==> config.mk <==
export PLATFORM = sky130hd
export DESIGN_NAME = sbox_arbiter
export DESIGN_NICKNAME = d
export VERILOG_FILES = /design/src/rtl/sbox_arbiter.sv
export SDC_FILE = /design/constraint.sdc
export NUM_CORES = 1
export LEC_CHECK = 0
export ABC_AREA = 1
export ABC_CLOCK_PERIOD_IN_PS = 1300
export CAP_MARGIN = 20
export CORE_MARGIN = 5
export CORE_UTILIZATION = 30
export DETAILED_ROUTE_END_ITERATION = 16
export GPL_ROUTABILITY_DRIVEN = 0
export PLACE_DENSITY = 0.72
export SLEW_MARGIN = 20
export SYNTH_ARGS = -nofsm -noshare
export SYNTH_HDL_FRONTEND = slang
export SYNTH_SLANG_ARGS = --single-unit
==> constraint.sdc <==
create_clock -name clk -period 1.3 [get_ports clk]
set_input_delay 0.195 -clock clk [delete_from_list [all_inputs] [get_ports clk]]
set_output_delay 0.195 -clock clk [all_outputs]
set_load 0.02 [all_outputs]
==> src/rtl/sbox_arbiter.sv <==
// sbox_arbiter
//   Two-port arbiter in front of the shared byte-wide S-box ROM.
//   Port 0 serves key expansion (SubWord), port 1 the round datapath
//   (SubBytes). One lookup is issued per cycle. Round-robin arbitration
//   applies unless a port holds ownership through its lock input. A
//   ROM_LAT-deep tag pipeline steers each ROM result back to the port that
//   issued the lookup.
//
//   Ports
//     clk, rst            clock, asynchronous active-high reset
//     req0/1, lock0/1     lookup request, keep ownership after this grant
//     addr0/1             S-box address, held stable while req is high
//     gnt0/1              request accepted this cycle (combinational)
//     rvalid0/1, rdata0/1 result pulse and data, ROM_LAT cycles after gnt
//     rom_addr/ce/re      drive to sbox_rom (combinational with gnt)
//     rom_data            sbox_rom read data
//     gcnt0/1             per-port grant counters
//
//   Optional feature: define SBOX_ARB_STATS_EN to get saturating grant
//   counters on gcnt0/gcnt1. Without it those ports are tied to zero.
module sbox_arbiter #(
  parameter int unsigned ROM_LAT = 1,
  parameter int unsigned CNT_W   = 16
) (
  input  logic             clk,
  input  logic             rst,
  input  logic             req0,
  input  logic             req1,
  input  logic             lock0,
  input  logic             lock1,
  input  logic [7:0]       addr0,
  input  logic [7:0]       addr1,
  output logic             gnt0,
  output logic             gnt1,
  output logic             rvalid0,
  output logic             rvalid1,
  output logic [7:0]       rdata0,
  output logic [7:0]       rdata1,
  output logic [7:0]       rom_addr,
  output logic             rom_ce,
  output logic             rom_re,
  input  logic [7:0]       rom_data,
  output logic [CNT_W-1:0] gcnt0,
  output logic [CNT_W-1:0] gcnt1
);

  typedef enum logic [1:0] {
    ST_RR   = 2'd0,
    ST_OWN0 = 2'd1,
    ST_OWN1 = 2'd2
  } state_e;

  state_e state_q, state_d;
  logic   last_q, last_d;   // port granted most recently

  logic               gnt_any;
  logic [ROM_LAT-1:0] vld_q;
  logic [ROM_LAT-1:0] prt_q;
  logic               vld_end;
  logic               prt_end;
  logic [7:0]         rdata0_q;
  logic [7:0]         rdata1_q;

  // ---------------------------------------------------------------------
  // Arbitration FSM
  // ---------------------------------------------------------------------
  always_ff @(posedge clk or posedge rst) begin
    if (rst) begin
      state_q <= ST_RR;
      last_q  <= 1'b1;
    end else begin
      state_q <= state_d;
      last_q  <= last_d;
    end
  end

  always_comb begin
    state_d = state_q;
    last_d  = last_q;
    gnt0    = 1'b0;
    gnt1    = 1'b0;
    if (!rst) begin
      unique case (state_q)
        ST_RR: begin
          if (req0 && req1) begin
            gnt0 = last_q;
            gnt1 = !last_q;
          end else begin
            gnt0 = req0;
            gnt1 = req1;
          end
        end
        ST_OWN0: gnt0 = req0;
        ST_OWN1: gnt1 = req1;
        default: ;
      endcase

      if (gnt0) begin
        last_d  = 1'b0;
        state_d = lock0 ? ST_OWN0 : ST_RR;
      end else if (gnt1) begin
        last_d  = 1'b1;
        state_d = lock1 ? ST_OWN1 : ST_RR;
      end else if ((state_q == ST_OWN0 && !req0) ||
                   (state_q == ST_OWN1 && !req1)) begin
        // Owner abandoned its burst: release to round-robin.
        state_d = ST_RR;
      end
    end
  end

  // ---------------------------------------------------------------------
  // ROM drive
  // ---------------------------------------------------------------------
  assign gnt_any  = gnt0 | gnt1;
  assign rom_ce   = gnt_any;
  assign rom_re   = gnt_any;
  assign rom_addr = gnt0 ? addr0 : (gnt1 ? addr1 : '0);

  // ---------------------------------------------------------------------
  // Return path: {valid, port} tag travels alongside the ROM read
  // ---------------------------------------------------------------------
  always_ff @(posedge clk or posedge rst) begin
    if (rst) begin
      vld_q <= '0;
      prt_q <= '0;
    end else begin
      // Truncating cast shifts in at bit 0. It also covers ROM_LAT == 1.
      vld_q <= ROM_LAT'({vld_q, gnt_any});
      prt_q <= ROM_LAT'({prt_q, gnt1});
    end
  end

  assign vld_end = vld_q[ROM_LAT-1];
  assign prt_end = prt_q[ROM_LAT-1];
  assign rvalid0 = vld_end & ~prt_end;
  assign rvalid1 = vld_end & prt_end;

  always_ff @(posedge clk or posedge rst) begin
    if (rst) begin
      rdata0_q <= '0;
      rdata1_q <= '0;
    end else begin
      if (rvalid0) rdata0_q <= rom_data;
      if (rvalid1) rdata1_q <= rom_data;
    end
  end

  // The result is presented in its rvalid cycle straight from the ROM. The
  // register then holds it until that port's next return.
  assign rdata0 = rvalid0 ? rom_data : rdata0_q;
  assign rdata1 = rvalid1 ? rom_data : rdata1_q;

  // ---------------------------------------------------------------------
  // Grant counters
  // ---------------------------------------------------------------------
`ifdef SBOX_ARB_STATS_EN
  logic [CNT_W-1:0] gcnt0_q, gcnt0_d;
  logic [CNT_W-1:0] gcnt1_q, gcnt1_d;

  always_comb begin
    gcnt0_d = gcnt0_q;
    gcnt1_d = gcnt1_q;
    if (gnt0 && gcnt0_q != '1) gcnt0_d = gcnt0_q + CNT_W'(1);
    if (gnt1 && gcnt1_q != '1) gcnt1_d = gcnt1_q + CNT_W'(1);
  end

  always_ff @(posedge clk or posedge rst) begin
    if (rst) begin
      gcnt0_q <= '0;
      gcnt1_q <= '0;
    end else begin
      gcnt0_q <= gcnt0_d;
      gcnt1_q <= gcnt1_d;
    end
  end

  assign gcnt0 = gcnt0_q;
  assign gcnt1 = gcnt1_q;
`else
  assign gcnt0 = '0;
  assign gcnt1 = '0;
`endif

endmodule

Word-level counts from Yosys, hierarchy flattened:

Cells that the tools add are included.

* muxes and demuxes: 19
* reductions and logical operators: 12
* equality and inequality tests: 2
* bitwise logic cells: 5

Operators with widths (number)
* $mux W8: 4
* $mux W1: 9
* $mux W2: 4
* $pmux W1 S2: 2
* $reduce_and A2 Y1: 2
* $logic_and A1 B1 Y1: 3
* $logic_not A1 Y1: 3
* $reduce_bool A3 Y1: 1
* $and A1 B1 Y1: 2
* $eq A2 B1 Y1 const B: 1
* $eq A2 B2 Y1 const B: 1
* $logic_not A2 Y1: 1
* $not A1 Y1: 2
* $reduce_bool A2 Y1: 1
* $logic_or A1 B1 Y1: 1
* $or A1 B1 Y1: 1

* input bits: 30
* flip-flop bits (word level): 21
* word-level logic and storage cells: 44
* output and inout bits: 62

Longest topological paths before layout:

Gate-level depths: netlist of the first run.

* depth after elaboration: 7
* gate-level depth with buffers: 7
* gate-level depth less buffers: 7

Least setup slack after synthesis of the first run:

OpenSTA, ideal clock, no wires.

* path kind: flip-flop to output port
* start: reg prt_q (netlist: prt_end)
* end: out rdata0[0]
* slack: -0.295 ns
* arrival: 1.400 ns
* cell stages (with the launch flop): 5
* cell sequence: dfrtp_1 -> nor2_2 -> inv_2 -> buf_6 -> o21ai_0

* longest elaborated chain between the ends: 3

Ends and longest elaborated chain
* start, declared: RTL line 58 `logic [ROM_LAT-1:0] prt_q;`
* start signal, assigned: RTL line 130 `prt_q <= ROM_LAT'({prt_q, gnt1});`
* $not A1 Y1: RTL line 136 `assign rvalid0 = vld_end & ~prt_end;`
* $and A1 B1 Y1: RTL line 136
* via rvalid0: RTL line 35 `output logic rvalid0,`
* $mux W8
* end, declared: RTL line 37 `output logic [7:0] rdata0,`

The timed path passes the listed nets, and every way through them passes these cells.

Worst setup path after layout of the first run:

* start: reg last_q
* end: out rom_addr[1]

* longest elaborated chain between the ends: 7

Ends and longest elaborated chain
* start, declared: RTL line 54 `logic last_q, last_d;`
* start signal, assigned: RTL line 73 `last_q <= last_d;`
* $logic_not A1 Y1: RTL line 87 `gnt1 = !last_q;`
* $mux W1: RTL line 85 `if (req0 && req1) begin`
* $pmux W1 S2: RTL line 83 `unique case (state_q)`
* $mux W1 (2 in a row): RTL line 82 `if (!rst) begin`
* $mux W8: RTL line 118 `assign rom_addr = gnt0 ? addr0 : (gnt1 ? addr1 : '0);`
* $mux W8 (*): RTL line 118
* end, declared: RTL line 39 `output logic [7:0] rom_addr,`

Every way passes the cells marked *; elsewhere a longest branch is shown, timed or not. The select of a mux whose other input is x is not followed.

==> results of run 1 <==
## flip-flops by register name, summed over array words and instances (netlist names)
| signal | count |
|---|---|
| rdata0_q | 8 |
| rdata1_q | 8 |
| vld_end | 1 |
| state_q | 2 |
| prt_end | 1 |
| last_q | 1 |
## what timing repair did
action	CTS	global route
pin swaps	12	3
cloned	4	0
gates resized for setup	254	40
endpoints found under the setup margin	30	34
hold buffers	0	0
setup buffers	11	14
## path summary, 6_finish.rpt
kind                                   from          end  slack [ns]  depth (start not counted)
worst min register to register  rdata0_q[7]  rdata0_q[7]        0.50                          2
worst min-delay path                    rst  rdata0_q[0]        0.33                          4
worst max-delay path                 last_q  rom_addr[1]       -0.28                          6
min in group clk                      lock0   state_q[0]        0.47                          3
worst max register to register   state_q[0]   state_q[0]       -0.13                          8
max in group asynchronous               rst       last_q        0.70                          4
## where the power goes
| group | leakage (nW) | internal (mW) | switching [mW] |
|---|---|---|---|
| clock network | 0.0228 | 0.217 | 0.190 |
| registers | 0.259 | 0.903 | 0.181 |
| logic | 1.03 | 1.47 | 1.30 |
## cell usage in the layout (no fill, tap or decap), drive strengths merged
| cell | synthesis | final |
|---|---|---|
| buf | 35 | 78 |
| nand2 | 51 | 51 |
| conb | 1 | 32 |
| clkdlybuf4s50 | 0 | 26 |
| dfrtp | 20 | 20 |
| o21ai | 18 | 18 |
| inv | 19 | 18 |
| nor2 | 6 | 7 |
| clkbuf | 0 | 4 |
| nand3 | 3 | 3 |
| dlygate4sd2 | 0 | 3 |
| clkinvlp | 0 | 2 |
| o2bb2ai | 1 | 1 |
| or2 | 1 | 1 |
| o21bai | 1 | 1 |
| clkinv | 0 | 1 |
| dfstp | 1 | 1 |
## routing by layer
metal  share of wire [%]  wire length [um]  global-route usage, %
met4                 1.3                51                  4.225
met1                  33              1284                  13.69
met2                  58              2274                  25.39
met5                   0                 0                      0
met3                 8.6               339                  4.054
## logic make-up (layout without fill, tap and decap cells)
| kind of cell | Yosys count | count (layout) |
|---|---|---|
| buffers and inverters | 54 | 132 |
| AOI/OAI and AO/OA | 20 | 20 |
| and+or+nand+nor | 61 | 62 |
| other | 1 | 32 |
| DFF | 21 | 21 |
## critical path: stages, from the launching register on
cell and delay [ns]:
dfstp_2 0.54, inv_2 0.05, o21ai_4 0.20, nor2_4 0.08
nand2_1 0.06, nand2_1 0.06, buf_6 0.13
## Yosys cell counts
library cell	count
nor2_4	2
conb_1	1
nand3_1	3
dfstp_2	1
inv_1	16
o21ai_0	17
buf_2	1
or2_0	1
o2bb2ai_1	1
dfrtp_1	20
inv_2	3
o21ai_2	1
nor2_2	1
nand2_1	51
buf_4	33
nor2_1	3
buf_6	1
o21bai_1	1
## final cells by class
cell class / count / area (um2)
clock buffers: 4 / 45.04
fillers: 338 / 1345
inverters: 19 / 82.58
multi-input cells: 114 / 820.8
flip-flops and latches: 21 / 528.0
well taps: 50 / 62.56
repair buffers: 107 / 1064
repair inverters: 2 / 23.77
==> out/metrics.cfg, run 1 <==
[grt]
grt_pass1_vias = 1340
grt_antenna_before_repair = 0
gr-total-overflow = 0
grt_usage_pct = 13.29
grt_pass1_wl_mm = 5.658
grt_max_degree = 22

[critical_path]
end_kind = output pin
required_ns = 1.11
critPathArrivalTime_ns = 1.38
path_class = register to output pin
crit_path_start_kind = register
crit_fanout = 5

[floorplanning]
die_area_um2 = 5475
die_w_um = 74.00
rows = 23
ios = 92
die_h_um = 74.00
start_util_pct = 30.94
core-area_um2 = 3971

[routing]
wirelength_mm = 3.949
vias = 1301
antenna_left = 0
first_pass_iters = 2
drc_errors = 0
routedWlPerCell_um = 12.46
drtIter0Drc = 7
avgViaCountPerCell = 4.104

[synth]
synth_compound_area_share_pct = 8.961
muxShareOfSynthArea_pct = 0
synth_xor_area_share_pct = 0
synthDistinctLibCells = 18
synth_area_um2 = 1229
netlist_top_cells_area = dfrtp_1 (41%), buf_4 (20%), nand2_1 (16%), o21ai_0 (6.9%), inv_1 (4.9%)
postSynthCellCount = 157
synth_largest_area_cell = dfrtp_1
synthSimpleGateAreaFrac_pct = 20.57
postSynthAreaPerCell_um2 = 7.826
synthAdderAreaFrac_pct = 0
synth_top_family_by_area = buffers and inverters
synth_seq_area_share_pct = 42.87
ys_ff_latch = 21
synth_top_area_share_pct = 40.73
yosys_warnings = 0

[placement]
dpl.cell_count = 286
place_hpwl_mm = 2.388
place_ws_ns = -0.7964
io_buffers = 59
post_dp_cell_area_um2 = 1953

[power]
p_per_area_nw_per_um2 = 1623
ir_drop_v = 0.0006681
p_total_mw = 4.263
p_leak_nw = 1.308

[clock_network]
cts_buffers = 3
cts_sinks = 21
cts_tree = built
clk_latency_ns = 0.25
clk_pin_slew_ns = 0.07
cts_buffer_depth = 2
htreeDepth = 1
clockRootBuffer = clkbuf_8

[timing]
tns_ns = -6.875
setup_slack_ns = -0.2762
fin_skew_ns = 0.005254
slew_viol_final = 0
period_minus_slack_ns = 1.576
rsz0062_at_grt = yes
fmax_ghz = 0.6345
finalSetupViolations = 33
hold_viol_final = 0
period_share_pct = 121.2
fin_hold_ws_ns = 0.3254

[status]
failed_checks = negative setup slack
outcome = finished, violations left

[hold_path]
hold_class = input port to asynchronous set/reset pin

[flow_run]
drv_cap = 0

[finish]
nets = 298
post-route-util_pct = 66.13
fin_area_um2 = 2626
layout-drive-gt1-share_pct = 51.31
area_delta_synth_final_pct = 113.7
diodes = 0
instances_no_fill = 317

(Power assumes the default switching activity.)
==> run 2, diff against run 1 <==
--- a/config.mk
+++ b/config.mk
@@ -6,7 +6,7 @@
 export NUM_CORES = 1
 export LEC_CHECK = 0
 export ABC_AREA = 1
-export ABC_CLOCK_PERIOD_IN_PS = 1300
+export ABC_CLOCK_PERIOD_IN_PS = 1770
 export CAP_MARGIN = 20
 export CORE_MARGIN = 5
 export CORE_UTILIZATION = 30
==> constraint.sdc (replaced) <==
create_clock -name clk -period 1.77 [get_ports clk]
set_input_delay 0.2655 -clock clk [delete_from_list [all_inputs] [get_ports clk]]
set_output_delay 0.2655 -clock clk [all_outputs]
set_load 0.02 [all_outputs]
==> out/metrics.cfg, run 2 (same netlist as run 1, synthesis figures left out) <==
[floorplanning]
die_area_um2 = 5475  ; unchanged
rows = 23  ; unchanged
die_w_um = 74.00  ; unchanged
die_h_um = 74.00  ; unchanged
core-area_um2 = 3971  ; unchanged
ios = 92  ; unchanged
start_util_pct = 30.94  ; unchanged

[power]
p_per_area_nw_per_um2 = 1121  ; -31%
internal_power_mw = 1.343  ; -48%
ir_drop_v = 0.0004331  ; -35%
p_clk_share_pct = 13.1  ; +3.5 points
combPwrFrac_pct = 54.6  ; -10 points
switching_power_mw = 0.8734  ; -48%
swShare_pct = 39.41  ; +0.19 points
seqPwrFrac_pct = 32.4  ; +7.0 points
p_leak_nw = 1.109  ; -15%
p_total_mw = 2.216  ; -48%

[critical_path]
rr_endpoint = state_q[0]
critPathMaxStageDelay_ns = 0.43  ; -0.11 ns
required_ns = 1.50  ; +0.39 ns
critPathArrivalTime_ns = 1.49  ; +0.11 ns
cp_num_buf_inv = 3  ; +1
path_cells = nor2_4, nand2_1, nand2_2, clkinvlp_4, buf_6, nand2_4, nand2_2, buf_6
path_class = register to output pin
reg2regPathDepth = 9  ; +1
crit_fanout = 3  ; -2
r2r_slack_ns = 0.30  ; +0.43 ns
crit_slowest_cell = dfrtp_2
crit_path_start_kind = register
r2r_start = state_q[0]
end_kind = output pin
path_delay_family = flip-flops

[routing]
vias = 1136  ; -13%
wirelength_mm = 2.959  ; -25%
antenna_left = 0  ; unchanged
drtIter0Drc = 14  ; +7
routedWlPerCell_um = 9.997  ; -20%
avgViaCountPerCell = 3.838  ; -6.5%
drc_errors = 0  ; unchanged
first_pass_iters = 4  ; +2

[hold_path]
hold_path_depth = 2
min-delay-start = rdata0_q[0]
hold_class = register to register
holdPathEnd = rdata0_q[0]

[grt]
grt_max_degree = 22  ; unchanged
grt_pass1_vias = 1090  ; -19%
grt_pass1_wl_mm = 4.567  ; -19%
gr-total-overflow = 0  ; unchanged
grt_antenna_before_repair = 0  ; unchanged
grt_usage_pct = 10.67  ; -2.6 points

[finish]
most-common-layout-cells = nand2_1 (45), conb_1 (32), buf_4 (30)
layout-drive-gt1-share_pct = 31.30  ; -20 points
reg_top3 = rdata0_q x8, rdata1_q x8, state_q x2
nets = 277  ; -7.0%
area_delta_synth_final_pct = 60.90
final_common_cell = nand2_1
diodes = 0  ; unchanged
instances_no_fill = 296  ; -6.6%

[timing]
fmax_ghz = 0.5704
setup_slack_ns = 0.01683  ; +0.2930 ns
fin_skew_ns = 0.0008882  ; -0.004366 ns
rsz0062_at_grt = yes
finalSetupViolations = 0  ; -100%
period_share_pct = 99.05
slew_viol_final = 0  ; unchanged
period_minus_slack_ns = 1.753
hold_viol_final = 0  ; unchanged

[placement]
dpl.cell_count = 284  ; -0.70%
io_buffers = 59  ; unchanged
place_ws_ns = -0.4731  ; +0.3234 ns
place_hpwl_mm = 2.283  ; -4.4%

[clock_network]
clk_pin_slew_ns = 0.07  ; about the same
postCtsHoldBufs = 0  ; unchanged
htreeDepth = 1  ; unchanged
cts_buffer_depth = 2  ; unchanged
clockRootBuffer = clkbuf_8
cts_sinks = 21  ; unchanged
cts_tree = built
clk_latency_ns = 0.25  ; about the same
cts_buffers = 3  ; unchanged

[flow_run]
drv_cap = 0  ; unchanged

[status]
outcome = finished, final reports clean

==> run 2: cell types whose count changed in the layout (fill, tap and decap cells not counted), moves of 4 or more <==
cell	previous run	this run
o21ai_1	0	6
nand2_4	12	2
nand2_1	30	45
buf_6	39	4
o21ai_0	1	11
clkdlybuf4s15_2	0	6
o21ai_4	17	1
inv_1	10	15
clkbuf_2	0	13
buf_4	35	30
nand2_2	8	4
==> run 2: cell type report <==
type / count / area [um2]
clock buffer: 4 / 45.04
fill: 396 / 1994
inverter: 19 / 73.82
multi-input combinational: 114 / 529.3
sequential: 21 / 528.0
tap: 50 / 62.56
timing repair buffer: 87 / 730.7
timing repair inverter: 1 / 7.507
==> run 2: worst max path at each step <==
| stage | from | endpoint | slack, ns | cells after the start |
|---|---|---|---|---|
| global placement | req1 | rom_addr[0] | -0.46 | 8 |
| global route | state_q[0] | rom_addr[0] | -0.05 | 8 |
| detailed placement | req1 | rom_addr[2] | -0.47 | 8 |
| finish | state_q[0] | rom_addr[0] | 0.02 | 8 |
| floorplan | prt_end | rdata0[0] | 0.10 | 4 |
| CTS | prt_end | rdata0[4] | 0.0001 | 4 |
==> run 2: worst reg2reg max path, delay by kind of cell (launching register included) <==
family                 cells  cell delay [ns]
flip-flops                 1             0.43
AND/OR/NAND/NOR            5             0.43
buffers and inverters      4             0.50
==> run 2: per-stage QoR <==
step                      utilization [%]  area, um2  TNS (ns)  hold slack [ns]
after CTS                           49.50       1966         0           0.5052
after global placement              47.83       1899    -7.138           0.4798
after global routing                49.78       1977   -0.1273           0.5363
after floorplan                         -       1345         0           0.2498
final                               49.78       1977         0           0.5062
after detailed placement            47.83       1899    -7.339           0.4931
==> run 2: power groups by stage <==
stage | clock (mW) | combinational (mW) | sequential [mW]
floorplan | 0 | 0.666 | 0.715
global placement | 0 | 1.26 | 0.723
detailed placement | 0 | 1.27 | 0.729
CTS | 0.305 | 1.21 | 0.719
global route | 0.322 | 1.33 | 0.732
finish | 0.290 | 1.21 | 0.717
==> run 2: what timing repair did <==
item / 4_1_cts / 5_1_grt
gates resized for setup: 89 / 52
pin swaps: 8 / 8
setup buffers: 3 / 3
gates cloned: 2 / 0
setup endpoints to repair: 29 / 29
==> run 2: metal layers <==
layer  vias to the layer above  GRT usage [%]  share of wire, %
met4                         0          3.018              0.64
met3                         2          3.243                10
met5                         -              0                 0
met1                       495          11.75                37
li1                        590              -                 -
met2                        49          19.69                52
==> run 3, diff against run 2 <==
--- a/config.mk
+++ b/config.mk
@@ -9,10 +9,10 @@
 export ABC_CLOCK_PERIOD_IN_PS = 1770
 export CAP_MARGIN = 20
 export CORE_MARGIN = 5
-export CORE_UTILIZATION = 30
+export CORE_UTILIZATION = 34
 export DETAILED_ROUTE_END_ITERATION = 16
 export GPL_ROUTABILITY_DRIVEN = 0
-export PLACE_DENSITY = 0.72
+export PLACE_DENSITY = 0.81
 export SLEW_MARGIN = 20
 export SYNTH_ARGS = -nofsm -noshare
 export SYNTH_HDL_FRONTEND = slang
==> out/metrics.cfg, run 3 (same netlist as run 1, synthesis figures left out) <==
[status]
outcome = finished, final reports clean

[finish]
nets = 272  ; -1.8%
diodes = 0  ; unchanged
area_delta_synth_final_pct = 61.41
reg_top3 = rdata0_q x8, rdata1_q x8, state_q x2
fin_area_um2 = 1983  ; +0.32%
post-route-util_pct = 58.06  ; +8.3 points
instances_no_fill = 287  ; -3.0%
final_common_cell = nand2_1
layout-drive-gt1-share_pct = 32.37  ; +1.1 points
most-common-layout-cells = nand2_1 (47), conb_1 (32), clkdlybuf4s50_1 (28)

[clock_network]
cts_tree = built
clockRootBuffer = clkbuf_4
cts_buffers = 3  ; unchanged
cts_sinks = 21  ; unchanged
clk_latency_ns = 0.29  ; +0.04 ns
clk_pin_slew_ns = 0.11  ; +0.04 ns
htreeDepth = 1  ; unchanged
cts_buffer_depth = 2  ; unchanged

[timing]
rsz0062_at_grt = yes
fin_skew_ns = 0.005133  ; +0.004245 ns
finalSetupViolations = 0  ; unchanged
slew_viol_final = 0  ; unchanged
hold_viol_final = 0  ; unchanged
period_minus_slack_ns = 1.733  ; -0.02000 ns
fmax_ghz = 0.5770  ; +1.2%
period_share_pct = 97.92  ; -1.1 points

[critical_path]
required_ns = 1.50  ; about the same
end_kind = output pin
path_cells = nor2_4, nand2_1, nand2_2, clkinvlp_4, nand2_1, nand2_1, buf_6
crit_path_start_kind = register
crit_fanout = 5  ; +2
crit_slowest_cell = dfrtp_1
critPathArrivalTime_ns = 1.47  ; -0.02 ns
path_class = register to output pin
crit_top_cell = nand2_1
critPathMaxStageDelay_ns = 0.43  ; about the same

[routing]
routedWlPerCell_um = 10.33  ; +3.3%
avgViaCountPerCell = 3.941  ; +2.7%
first_pass_iters = 4  ; unchanged
antenna_left = 0  ; unchanged
wirelength_mm = 2.964  ; +0.17%
drc_errors = 0  ; unchanged
vias = 1131  ; -0.44%
drtIter0Drc = 20  ; +6

[placement]
post_dp_cell_area_um2 = 1899  ; unchanged
dpl.cell_count = 279  ; -1.8%
place_hpwl_mm = 2.346  ; +2.8%
io_buffers = 59  ; unchanged

[grt]
grt_pass1_wl_mm = 4.643  ; +1.7%
grt_pass1_vias = 1086  ; -0.37%
gr-total-overflow = 0  ; unchanged
grt_antenna_before_repair = 0  ; unchanged
grt_max_degree = 22  ; unchanged
grt_usage_pct = 11.29  ; +0.62 points

[floorplanning]
ios = 92  ; unchanged
rows = 21  ; -8.7%
core-area_um2 = 3416  ; -14%
start_util_pct = 35.97  ; +5.0 points
die_area_um2 = 4916  ; -10%
die_w_um = 70.12  ; -5.2%
die_h_um = 70.12  ; -5.2%

[power]
p_total_mw = 2.191  ; -1.2%
p_per_area_nw_per_um2 = 1105  ; -1.5%
p_leak_nw = 1.083  ; -2.3%
ir_drop_v = 0.0004723  ; +9.0%

[hold_path]
hold_class = register to register

[flow_run]
drv_cap = 0  ; unchanged

[run 3: area by class of cell]
cell class | count | area [um2]
sequential | 21 | 526.8
multi-input combinational | 114 | 545.5
clock inverter | 1 | 5.005
tap | 46 | 57.56
inverter | 19 | 76.32
fill | 315 | 1433
clock buffer | 3 | 22.52
timing repair inverter | 1 | 7.507
timing repair buffer | 82 | 742.0
[run 3: critical path: cells and delay by family, from the launching register on]
family	cells	cell delay, ns
buffers and inverters	2	0.27
AND/OR/NAND/NOR	5	0.48
flip-flops	1	0.43
[run 3: routing by layer]
layer  vias to the layer above  wire length, um  global-route usage (%)
li1                        589                -                       -
met1                       494             1064                   12.13
met2                        48             1575                   20.99
met3                         0              324                   4.017
met4                         0                0                   2.553
met5                         -                0                       0
[run 3: path summary, 6_finish.rpt]
| check | start | endpoint | slack, ns | depth (start not counted) |
|---|---|---|---|---|
| max in group asynchronous | rst | last_q | 0.96 | 4 |
| min reg2reg | rdata0_q[6] | rdata0_q[6] | 0.48 | 2 |
| max reg2reg | state_q[0] | state_q[0] | 0.51 | 7 |
| max | state_q[0] | rom_addr[2] | 0.04 | 7 |
| min in group asynchronous | rst | rdata0_q[6] | 0.54 | 4 |
| min | rdata0_q[6] | rdata0_q[6] | 0.48 | 2 |
[run 3: what timing repair did]
item,CTS,global route
endpoints found under the setup margin,30,26
hold buffers,0,0
pin swaps,1,12
buffers inserted,2,0
resized for setup,119,49
cloned,1,1
[run 3: per-stage QoR]
step	setup TNS (ns)	hold slack [ns]	worst slack, ns
6_report	0	0.4836	0.03684
5_1_grt	-0.6965	0.5317	-0.08117
4_1_cts	0	0.5239	0.001587
3_5_place_dp	-6.875	0.4985	-0.4281
3_3_place_gp	-6.637	0.4861	-0.4079
2_1_floorplan	0	0.2498	0.1046
[run 3: report_power, final]
part           switching (mW)  internal (mW)
Sequential             0.0567          0.658
Combinational           0.708          0.558
Clock                   0.126         0.0839
